## src/rtl/anti_theft_ctrl.sv

```systemverilog
// Vehicle anti-theft controller: door-triggered alarm with a 1 Hz countdown,
// run-time programmable delays, blinking ARMED LED and a fuel-pump interlock.
module anti_theft_ctrl #(
  parameter int NUM_DOORS   = 4,
  parameter int CNT_W       = 4,
  parameter int T_ARM_DEF   = 6,
  parameter int T_DRV_DEF   = 8,
  parameter int T_PASS_DEF  = 15,
  parameter int T_ALARM_DEF = 10,
  parameter int BLINK_DIV   = 2
) (
  input  logic                 clk,
  input  logic                 rst_n,
  input  logic                 i_tick_1hz,
  input  logic                 i_ignition,
  input  logic [NUM_DOORS-1:0] i_doors,
  input  logic                 i_hidden_sw,
  input  logic                 i_brake,
  input  logic                 i_reprogram,
  input  logic [1:0]           i_prog_sel,
  input  logic [CNT_W-1:0]     i_prog_val,
  output logic                 o_status,
  output logic                 o_siren,
  output logic                 o_fuel_pump,
  output logic [2:0]           o_state,
  output logic [CNT_W-1:0]     o_timer
);

  typedef enum logic [2:0] {
    S_ARMED      = 3'd0,
    S_TRIGGERED  = 3'd1,
    S_ALARM      = 3'd2,
    S_DISARMED   = 3'd3,
    S_WAIT_OPEN  = 3'd4,
    S_WAIT_CLOSE = 3'd5,
    S_WAIT_ARM   = 3'd6,
    S_ILLEGAL    = 3'd7
  } state_t;

  localparam logic [CNT_W-1:0] L_ARM_DEF   = CNT_W'(T_ARM_DEF);
  localparam logic [CNT_W-1:0] L_DRV_DEF   = CNT_W'(T_DRV_DEF);
  localparam logic [CNT_W-1:0] L_PASS_DEF  = CNT_W'(T_PASS_DEF);
  localparam logic [CNT_W-1:0] L_ALARM_DEF = CNT_W'(T_ALARM_DEF);
  localparam logic [CNT_W-1:0] L_ONE       = CNT_W'(1);

  localparam int               BLINK_W      = (BLINK_DIV > 1) ? $clog2(BLINK_DIV) : 1;
  localparam logic [BLINK_W-1:0] L_BLINK_LAST = BLINK_W'(BLINK_DIV - 1);

  state_t               r_state;
  state_t               w_state_nxt;
  logic [CNT_W-1:0]     r_timer;
  logic [CNT_W-1:0]     w_timer_nxt;
  logic [CNT_W-1:0]     r_t_arm;
  logic [CNT_W-1:0]     r_t_drv;
  logic [CNT_W-1:0]     r_t_pass;
  logic [CNT_W-1:0]     r_t_alarm;
  logic [BLINK_W-1:0]   r_blink_cnt;
  logic                 r_blink_phase;
  logic                 r_status;
  logic                 r_siren;
  logic                 r_pump;
  logic                 w_status_nxt;
  logic                 w_siren_nxt;
  logic                 w_pump_nxt;

  logic                 w_any_door;
  logic                 w_drv_only;
  logic                 w_expire;
  logic [CNT_W-1:0]     w_count;

  assign w_any_door = |i_doors;
  assign w_drv_only = (i_doors == NUM_DOORS'(1));
  // A loaded 0 or 1 expires at the very first tick.
  assign w_expire   = i_tick_1hz && (r_timer <= L_ONE);
  // Running count: only reached when not expiring, so a tick never wraps below 1.
  assign w_count    = i_tick_1hz ? (r_timer - L_ONE) : r_timer;

  // State register and countdown timer.
  always_ff @(posedge clk or negedge rst_n) begin
    if (!rst_n) begin
      r_state <= S_ARMED;
      r_timer <= '0;
    end else begin
      // NOTE: sequential state uses non-blocking assignments so every register
      // samples pre-edge values regardless of block ordering.
      r_state <= w_state_nxt;
      r_timer <= w_timer_nxt;
    end
  end

  // Next-state and timer-load logic; reprogram overrides every state rule.
  always_comb begin
    // NOTE: defaults first so no path leaves a signal unassigned (no latches).
    w_state_nxt = r_state;
    w_timer_nxt = '0;
    if (i_reprogram) begin
      w_state_nxt = S_ARMED;
    end else begin
      unique case (r_state)
        S_ARMED: begin
          if (w_any_door) begin
            w_state_nxt = S_TRIGGERED;
            w_timer_nxt = w_drv_only ? r_t_drv : r_t_pass;
          end else if (i_ignition) begin
            w_state_nxt = S_DISARMED;
          end
        end
        S_TRIGGERED: begin
          if (w_expire) begin
            w_state_nxt = S_ALARM;
            w_timer_nxt = r_t_alarm;
          end else if (i_ignition) begin
            w_state_nxt = S_DISARMED;
          end else begin
            w_timer_nxt = w_count;
          end
        end
        S_ALARM: begin
          // An open door keeps the siren hold time topped up.
          if (w_any_door) begin
            w_timer_nxt = r_t_alarm;
          end else if (w_expire) begin
            w_state_nxt = S_ARMED;
          end else begin
            w_timer_nxt = w_count;
          end
        end
        S_DISARMED: begin
          if (!i_ignition) w_state_nxt = S_WAIT_OPEN;
        end
        S_WAIT_OPEN: begin
          if (i_doors[0])      w_state_nxt = S_WAIT_CLOSE;
          else if (i_ignition) w_state_nxt = S_DISARMED;
        end
        S_WAIT_CLOSE: begin
          if (!i_doors[0]) begin
            w_state_nxt = S_WAIT_ARM;
            w_timer_nxt = r_t_arm;
          end else if (i_ignition) begin
            w_state_nxt = S_DISARMED;
          end
        end
        S_WAIT_ARM: begin
          if (i_ignition) begin
            w_state_nxt = S_DISARMED;
          end else if (i_doors[0]) begin
            w_state_nxt = S_WAIT_CLOSE;
          end else if (w_expire) begin
            w_state_nxt = S_ARMED;
          end else begin
            w_timer_nxt = w_count;
          end
        end
        default: w_state_nxt = S_ARMED;
      endcase
    end
  end

  // Programmable delays; writing 0 restores the built-in default.
  always_ff @(posedge clk or negedge rst_n) begin
    if (!rst_n) begin
      r_t_arm   <= L_ARM_DEF;
      r_t_drv   <= L_DRV_DEF;
      r_t_pass  <= L_PASS_DEF;
      r_t_alarm <= L_ALARM_DEF;
    end else if (i_reprogram) begin
      unique case (i_prog_sel)
        2'd0: r_t_arm   <= (i_prog_val == '0) ? L_ARM_DEF   : i_prog_val;
        2'd1: r_t_drv   <= (i_prog_val == '0) ? L_DRV_DEF   : i_prog_val;
        2'd2: r_t_pass  <= (i_prog_val == '0) ? L_PASS_DEF  : i_prog_val;
        default: r_t_alarm <= (i_prog_val == '0) ? L_ALARM_DEF : i_prog_val;
      endcase
    end
  end

  // ARMED blink generator: counts ticks while ARMED, toggles every BLINK_DIV ticks.
  always_ff @(posedge clk or negedge rst_n) begin
    if (!rst_n) begin
      r_blink_cnt   <= '0;
      r_blink_phase <= 1'b0;
    end else if (i_reprogram || (r_state != S_ARMED)) begin
      r_blink_cnt   <= '0;
      r_blink_phase <= 1'b0;
    end else if (i_tick_1hz) begin
      if (r_blink_cnt == L_BLINK_LAST) begin
        r_blink_cnt   <= '0;
        r_blink_phase <= ~r_blink_phase;
      end else begin
        r_blink_cnt <= r_blink_cnt + BLINK_W'(1);
      end
    end
  end

  // Output decode from the current state, registered below.
  always_comb begin
    w_status_nxt = 1'b0;
    w_siren_nxt  = (r_state == S_ALARM);
    w_pump_nxt   = r_pump;
    unique case (r_state)
      S_ARMED:              w_status_nxt = r_blink_phase;
      S_TRIGGERED, S_ALARM: w_status_nxt = 1'b1;
      default:              w_status_nxt = 1'b0;
    endcase
    // Pump latches on in DISARMED and survives leaving it until the key is off.
    if (!i_ignition) begin
      w_pump_nxt = 1'b0;
    end else if ((r_state == S_DISARMED) && i_hidden_sw && i_brake) begin
      w_pump_nxt = 1'b1;
    end
  end

  // Registered driver outputs.
  always_ff @(posedge clk or negedge rst_n) begin
    if (!rst_n) begin
      r_status <= 1'b0;
      r_siren  <= 1'b0;
      r_pump   <= 1'b0;
    end else begin
      r_status <= w_status_nxt;
      r_siren  <= w_siren_nxt;
      r_pump   <= w_pump_nxt;
    end
  end

  assign o_status    = r_status;
  assign o_siren     = r_siren;
  assign o_fuel_pump = r_pump;
  assign o_state     = r_state;
  assign o_timer     = r_timer;

endmodule

```

## config.mk

```make
export PLATFORM = sky130hd
export DESIGN_NAME = anti_theft_ctrl
export DESIGN_NICKNAME = d
export VERILOG_FILES = /design/src/rtl/anti_theft_ctrl.sv
export SDC_FILE = /design/constraint.sdc
export NUM_CORES = 1
export LEC_CHECK = 0
export BUFFER_PORTS_ARGS = -buffer_cell sky130_fd_sc_hd__buf_2
export CAP_MARGIN = 20
export CORE_UTILIZATION = 33
export CTS_CLUSTER_SIZE = 8
export DETAILED_ROUTE_END_ITERATION = 12
export GPL_ROUTABILITY_DRIVEN = 0
export PLACE_DENSITY = 0.61
export RECOVER_POWER = 50
export SLEW_MARGIN = 30
export SYNTH_ARGS = -nofsm -noshare
export SYNTH_HDL_FRONTEND = slang
export SYNTH_SLANG_ARGS = --single-unit
export TNS_END_PERCENT = 30
```

## constraint.sdc

```tcl
create_clock -name clk -period 4.11 [get_ports clk]
set_clock_uncertainty 0.05 [all_clocks]
set_input_delay 0.411 -clock clk [delete_from_list [all_inputs] [get_ports clk]]
set_output_delay 0.411 -clock clk [all_outputs]
set_load 0.005 [all_outputs]
```

* Word-level counts from Yosys, hierarchy flattened
Cells that the tools add are included.
** Word-level totals
- Bits of input ports :: 17
- Output and inout port bits :: 10
- ROM bits :: 0
- Latch bits :: 0
- Memories :: 0
- Register bits after elaboration :: 28
- Bits in writable memories :: 0
- Logic and storage cells :: 84
** Operators by class
- Add/sub/neg operators :: 2
- Magnitude comparators :: 1
- Divide/modulo/power cells :: 0
- Bitwise logic cells :: 2
- Eq/ne operators :: 12
- Shifts and indexed selects :: 0
- Multiplexer cells :: 37
- Multipliers :: 0
- Reduce and logical (&&, ||, !) cells :: 19
** Operator list (number)
- two-way mux 4 bit :: 15
- two-way mux 3 bit :: 11
- case mux 3 bit (7 select lines) :: 1
- case mux 4 bit (5 select lines) :: 1
- AND reduction 2 bit :: 6
- == test 3 bit (second input constant) :: 3
- two-way mux 1 bit :: 8
- == test 3 x 2 -> 1 bit (second input constant) :: 2
- inequality test 3 bit (second input constant) :: 2
- == test 4 x 1 -> 1 bit (second input constant) :: 1
- less-or-equal comparator 4 x 1 -> 1 bit (second input constant) :: 1
- logical NOT 4 bit :: 1
- nonzero test 2 bit :: 2
- OR reduction 4 bit :: 1
- subtractor 4 x 1 -> 4 bit (second input constant) :: 1
- == test 3 x 1 -> 1 bit (second input constant) :: 1
- logical AND 1 bit :: 3
- logical NOT 3 bit :: 1
- nonzero test 3 bit :: 1
- OR reduction 3 bit :: 1
- == test 2 x 1 -> 1 bit (second input constant) :: 1
- == test 2 bit (second input constant) :: 1
- logical NOT 2 bit :: 1
- inequality test 2 x 1 -> 1 bit (second input constant) :: 1
- other kinds (5) :: 6

* Longest topological paths before layout
- Word-level depth :: 7
- Gate-level depth with buffers :: 7
- Depth with buffers taken out :: 7

* Worst setup path before layout
No wires, ideal clock.
- Path kind :: input to register
- From :: in i_doors[0]
- To :: reg r_timer[1], in the netlist o_timer[1]
- Path buffers :: 1
- Slack :: 2.210 ns
- Library setup time :: 0.122 ns
- Required time :: 3.938 ns
- Stages :: 6
- Arrival :: 1.728 ns
- Path through :: or4_1 > buf_2 > a32oi_2 > nor3b_1 > a211o_1 > a32o_1
** On the way
- Cells in the longest elaborated chain, start to end :: 5
- Elaborated cells on any way between the ends :: 10
- Those cells by class :: eq/ne: 1; mux: 8; reduce/logical: 1
** RTL lines
- start, declared :: RTL line 16 : input logic [NUM_DOORS-1:0] i_doors,
- == test 4 x 1 -> 1 bit :: RTL line 72 : assign w_drv_only = (i_doors == NUM_DOORS'(1));
- two-way mux 4 bit :: RTL line 103 : w_timer_nxt = w_drv_only ? r_t_drv : r_t_pass;
- two-way mux 4 bit :: RTL line 101 : if (w_any_door) begin
- case mux 4 bit (5 select lines) (*) :: RTL line 99 : unique case (r_state)
- two-way mux 4 bit (*) :: RTL line 96 : if (i_reprogram) begin
- net w_timer_nxt[1] :: RTL line 52 : logic [CNT_W-1:0] w_timer_nxt;
- end signal, assigned :: RTL line 87 : r_timer <= w_timer_nxt;
- end, declared :: RTL line 51 : logic [CNT_W-1:0] r_timer;
The timed path passes the listed nets; every way through them passes the cells marked *.
A chain may end at the register's enable or synchronous reset.

* Worst setup path after layout
- From :: reg r_timer[1], in the netlist o_timer[1]
- To :: reg r_timer[1], in the netlist o_timer[1]
** On the way
- Cells in the longest elaborated chain, start to end :: 7
- Elaborated cells on any way between the ends :: 12
- Those cells by class :: add/sub: 1; order compare: 1; mux: 9; reduce/logical: 1
** RTL lines
- subtractor 4 x 1 -> 4 bit / less-or-equal comparator 4 x 1 -> 1 bit (equally long branches) :: RTL line 76, 74
- two-way mux 4 bit / logical AND 1 bit (equally long branches) :: RTL line 76, 74
- two-way mux 4 bit :: RTL line 122, 148
- two-way mux 4 bit :: RTL line 146 : end else if (i_doors[0]) begin
- two-way mux 4 bit :: RTL line 144 : if (i_ignition) begin
- case mux 4 bit (5 select lines) (*) :: RTL line 99
- two-way mux 4 bit (*) :: RTL line 96
- net w_timer_nxt[1] :: RTL line 52
Marks and branches as above.

==> reports/qor.txt <==
==================================================================================================
Data arrival time at the worst-slack endpoint .......................................      2.14 ns
Gate Count Post-Synth ...............................................................          182
Hold Path End ....................................................................... r_t_arm[3]$_DFFE_PN0P_
Status .............................................................................. complete, but fails checks
Fraction of layout instances using a drive strength above 1 .........................        20.7%
Number of buffers between clock root and the deepest sink ...........................            2
Leakage power total .................................................................     0.784 nW
Data required time at the worst endpoint ............................................      4.23 ns
Clock transition time at the flip-flop clock pins of the worst setup and hold paths .      0.10 ns
Total count of max-transition violations in the final report ........................            0
Main area contributors after synthesis .............................................. sky130_fd_sc_hd__dfrtp_1 30%, sky130_fd_sc_hd__dfstp_2 15%, sky130_fd_sc_hd__mux2_1 4.9%
TritonCTS clock tree ................................................................        built
Launch instance of the worst register-to-register path .............................. o_timer[1]$_DFF_PN0_
Post-synth net total ................................................................          201
Die Area ............................................................................    5170 um^2
Number of clock sinks seen by CTS ...................................................           28
Post-Route WL .......................................................................      3840 um
Sum of overflow across all layers after global routing ..............................            0
Predominant post-synthesis flop cell ................................................ sky130_fd_sc_hd__dfrtp_1
Global-route wire length before repair ..............................................      6580 um
Remaining DRCs ......................................................................            2
Chip Height .........................................................................      71.9 um
Share of the clock period used by the worst path after layout .......................        49.1%
Clock root buffer ................................................................... sky130_fd_sc_hd__clkbuf_8
Clock latency on the worst-skew pair ................................................      0.28 ns
Path depth of the worst reg2reg path ................................................            7
Most frequent cell after synthesis .................................................. sky130_fd_sc_hd__nand2_1
Max Cap Viol ........................................................................            0
Diodes inserted .....................................................................            0
Overall Global Routing Usage ........................................................        16.6%
Vias per inst .......................................................................         5.27
Die X ...............................................................................      71.9 um
Kind of critical path ...............................................................      reg2reg
Synthesized area per cell ...........................................................    8.85 um^2
Failing checks ......................................................................          DRC
Inserted Clock Buffers ..............................................................            3
Residual antenna-violating net count after detailed routing .........................            0
Post-CTS sizing .....................................................................            0
Quantity of hold-fixing buffers added after cts .....................................            0
Area of the core region .............................................................    4720 um^2
Count of final setup violators ......................................................            0
Violation count after the first detailed-route iteration ............................           52
CP Max Fanout .......................................................................            5
Leading post-synthesis cells by instance count ...................................... 21 x sky130_fd_sc_hd__nand2_1, 19 x sky130_fd_sc_hd__dfrtp_1, 19 x sky130_fd_sc_hd__nor2_1, 14 x sky130_fd_sc_hd__a21oi_1, 10 x sky130_fd_sc_hd__nor3_1
Placement Rows ......................................................................           25
Vias ................................................................................         1424
Yosys reg bits ......................................................................           28
Share of flip-flops with an asynchronous set or reset after synthesis ...............         100%
Setup repair after global routing missed its margin .................................           no
Worst Tran Pin Value ................................................................      1.48 ns
Area fraction of the dominant cell type after synthesis .............................        29.5%
Largest area contributor in the netlist ............................................. sky130_fd_sc_hd__dfrtp_1
Share of the yosys chip area belonging to registers .................................        44.2%
Minimum hold slack ..................................................................     0.358 ns
Number of levels in the clock H-tree ................................................            1
Number of flops mapped to enable cells by yosys .....................................            0
Post-CTS setup repair buffer count ..................................................            0
Number of cells on the worst hold path ..............................................            2
Endpoint of the worst register-to-register path ..................................... o_timer[1]$_DFF_PN0_
Number of port buffers ..............................................................           26
Highest achievable clock rate .......................................................    0.496 GHz
Final critical delay including setup and external delays ............................      2.02 ns
Largest net degree at the start of global routing ...................................           29
Summed negative setup slack over all endpoints ......................................         0 ns
Final hold violation count ..........................................................            0
Avg WL per Cell .....................................................................      14.2 um
Endpoint kind of the worst setup timing path ........................................     register
First drt pass iteration count ......................................................            8
Fin nets ............................................................................          223
Vias in the first global route ......................................................         1306
Power density over cell area ........................................................  558 nW/um^2
Post-synth design cell area .........................................................    1610 um^2
Critical path launch point type .....................................................     register
Antenna violations before repair ....................................................            0
Slew headroom .......................................................................        1.02%
Area added between synthesis and finish .............................................        15.3%
Cell variety after synth ............................................................           49
Hold Startpoint ..................................................................... i_prog_val[3]
Effective utilization at floorplan ..................................................        34.1%
Yosys warning total .................................................................            0
Kind of path behind the tightest hold check .........................................       in2reg
VDD IR-drop max .....................................................................     0.187 mV
Worst-case register-to-register setup slack .........................................      2.09 ns
HPWL after DPL ......................................................................      2840 um
Ports ...............................................................................           27
==================================================================================================
==> how the worst max path moves through the flow <==
stage | startpoint | to | cells after the start
after floorplan | i_doors[0] | o_timer[1]$_DFF_PN0_ | 6
after global placement | i_doors[0] | o_timer[1]$_DFF_PN0_ | 6
after detailed placement | i_doors[0] | o_timer[1]$_DFF_PN0_ | 6
after CTS | o_timer[1]$_DFF_PN0_ | o_timer[1]$_DFF_PN0_ | 7
after global routing | o_state[0]$_DFFE_PN0P_ | o_timer[3]$_DFF_PN0_ | 4
final | o_timer[1]$_DFF_PN0_ | o_timer[1]$_DFF_PN0_ | 7
==> final cells by class <==
| cell class | instances | area (um^2) |
|---|---|---|
| repair buffers | 26 | 128 |
| clock inverters | 1 | 30.0 |
| clock buffers | 3 | 41.3 |
| inverters | 6 | 22.5 |
| well taps | 67 | 83.8 |
| flip-flops and latches | 28 | 712 |
| fillers | 505 | 2870 |
| multi-input cells | 139 | 841 |
==> power by group <==
| part | internal, mW | total (mW) | switching [mW] |
|---|---|---|---|
| Clock | 0.131 | 0.221 | 0.0901 |
| Combinational | 0.171 | 0.387 | 0.217 |
| Sequential | 0.351 | 0.428 | 0.0779 |
==> routing by layer <==
| layer | vias to the layer above | global-route usage [%] | share of wire [%] |
|---|---|---|---|
| met1 | 688 | 25.4 | 53 |
| met4 | 0 | 6.32 | 1.3 |
| met2 | 29 | 23.5 | 43 |
| li1 | 702 | - | - |
| met3 | 5 | 2.39 | 3.3 |
| met5 | - | 0 | 0 |
==> worst max-delay path, stage by stage (launching register included) <==
cell                      delay [ns]
sky130_fd_sc_hd__dfrtp_1        0.40
sky130_fd_sc_hd__inv_1          0.10
sky130_fd_sc_hd__ha_1           0.24
sky130_fd_sc_hd__o21ba_2        0.20
sky130_fd_sc_hd__nand2_1        0.15
sky130_fd_sc_hd__a32o_1         0.28
sky130_fd_sc_hd__a211o_1        0.29
sky130_fd_sc_hd__a32o_1         0.21
==> sequential cells by signal, summed over array words and instances, names as in the netlist, 3 cells and up <==
name	flops
r_t_pass	4
r_t_arm	4
r_t_alarm	4
o_timer	4
o_state	3
r_t_drv	4
==> per-stage QoR <==
stage	utilization [%]	setup WS, ns	instances	power, mW	instance area (um^2)
6_report	39.3	2.09	270	1.04	1860
5_1_grt	39.3	1.93	270	1.12	1860
4_1_cts	39.4	2.11	270	1.04	1860
3_5_place_dp	37.9	1.91	266	0.819	1790
3_3_place_gp	37.9	1.94	266	0.817	1790
2_1_floorplan	-	2.21	182	0.699	1610
==> cells in the final DEF, fill, tap and decap left out, drive strengths merged, types with 2 or more instances in the layout <==
master,synthesis,layout
buf,2,24
nand2,21,21
nor2,19,19
dfrtp,19,19
a21oi,14,14
o21ai,13,13
nor3,10,10
dfstp,9,9
mux2,7,7
nand3,6,6
inv,6,6
clkbuf,7,5
nor2b,3,3
a32o,3,3
and2,2,2
a211oi,2,2
a31oi,2,2
o31ai,2,2
or3,2,2
nor3b,2,2
and3,2,2
o211ai,2,2
nand3b,2,2
ha,2,2
a32oi,2,2
==> cells by family (layout without fill, tap and decap cells) <==
| logic type | count (synthesis) | in the layout | synth area share, % |
|---|---|---|---|
| multiplexers | 7 | 7 | 4.89 |
| adder cells (fa/ha/maj) | 2 | 2 | 1.55 |
| XOR/XNOR | 2 | 2 | 1.09 |
| AND/OR/NAND/NOR | 74 | 74 | 21.7 |
| buffers and inverters | 15 | 36 | 3.65 |
| AO/OA/AOI/OAI | 54 | 54 | 22.9 |
| flip-flops | 28 | 28 | 44.2 |
(Power assumes the default switching activity.)
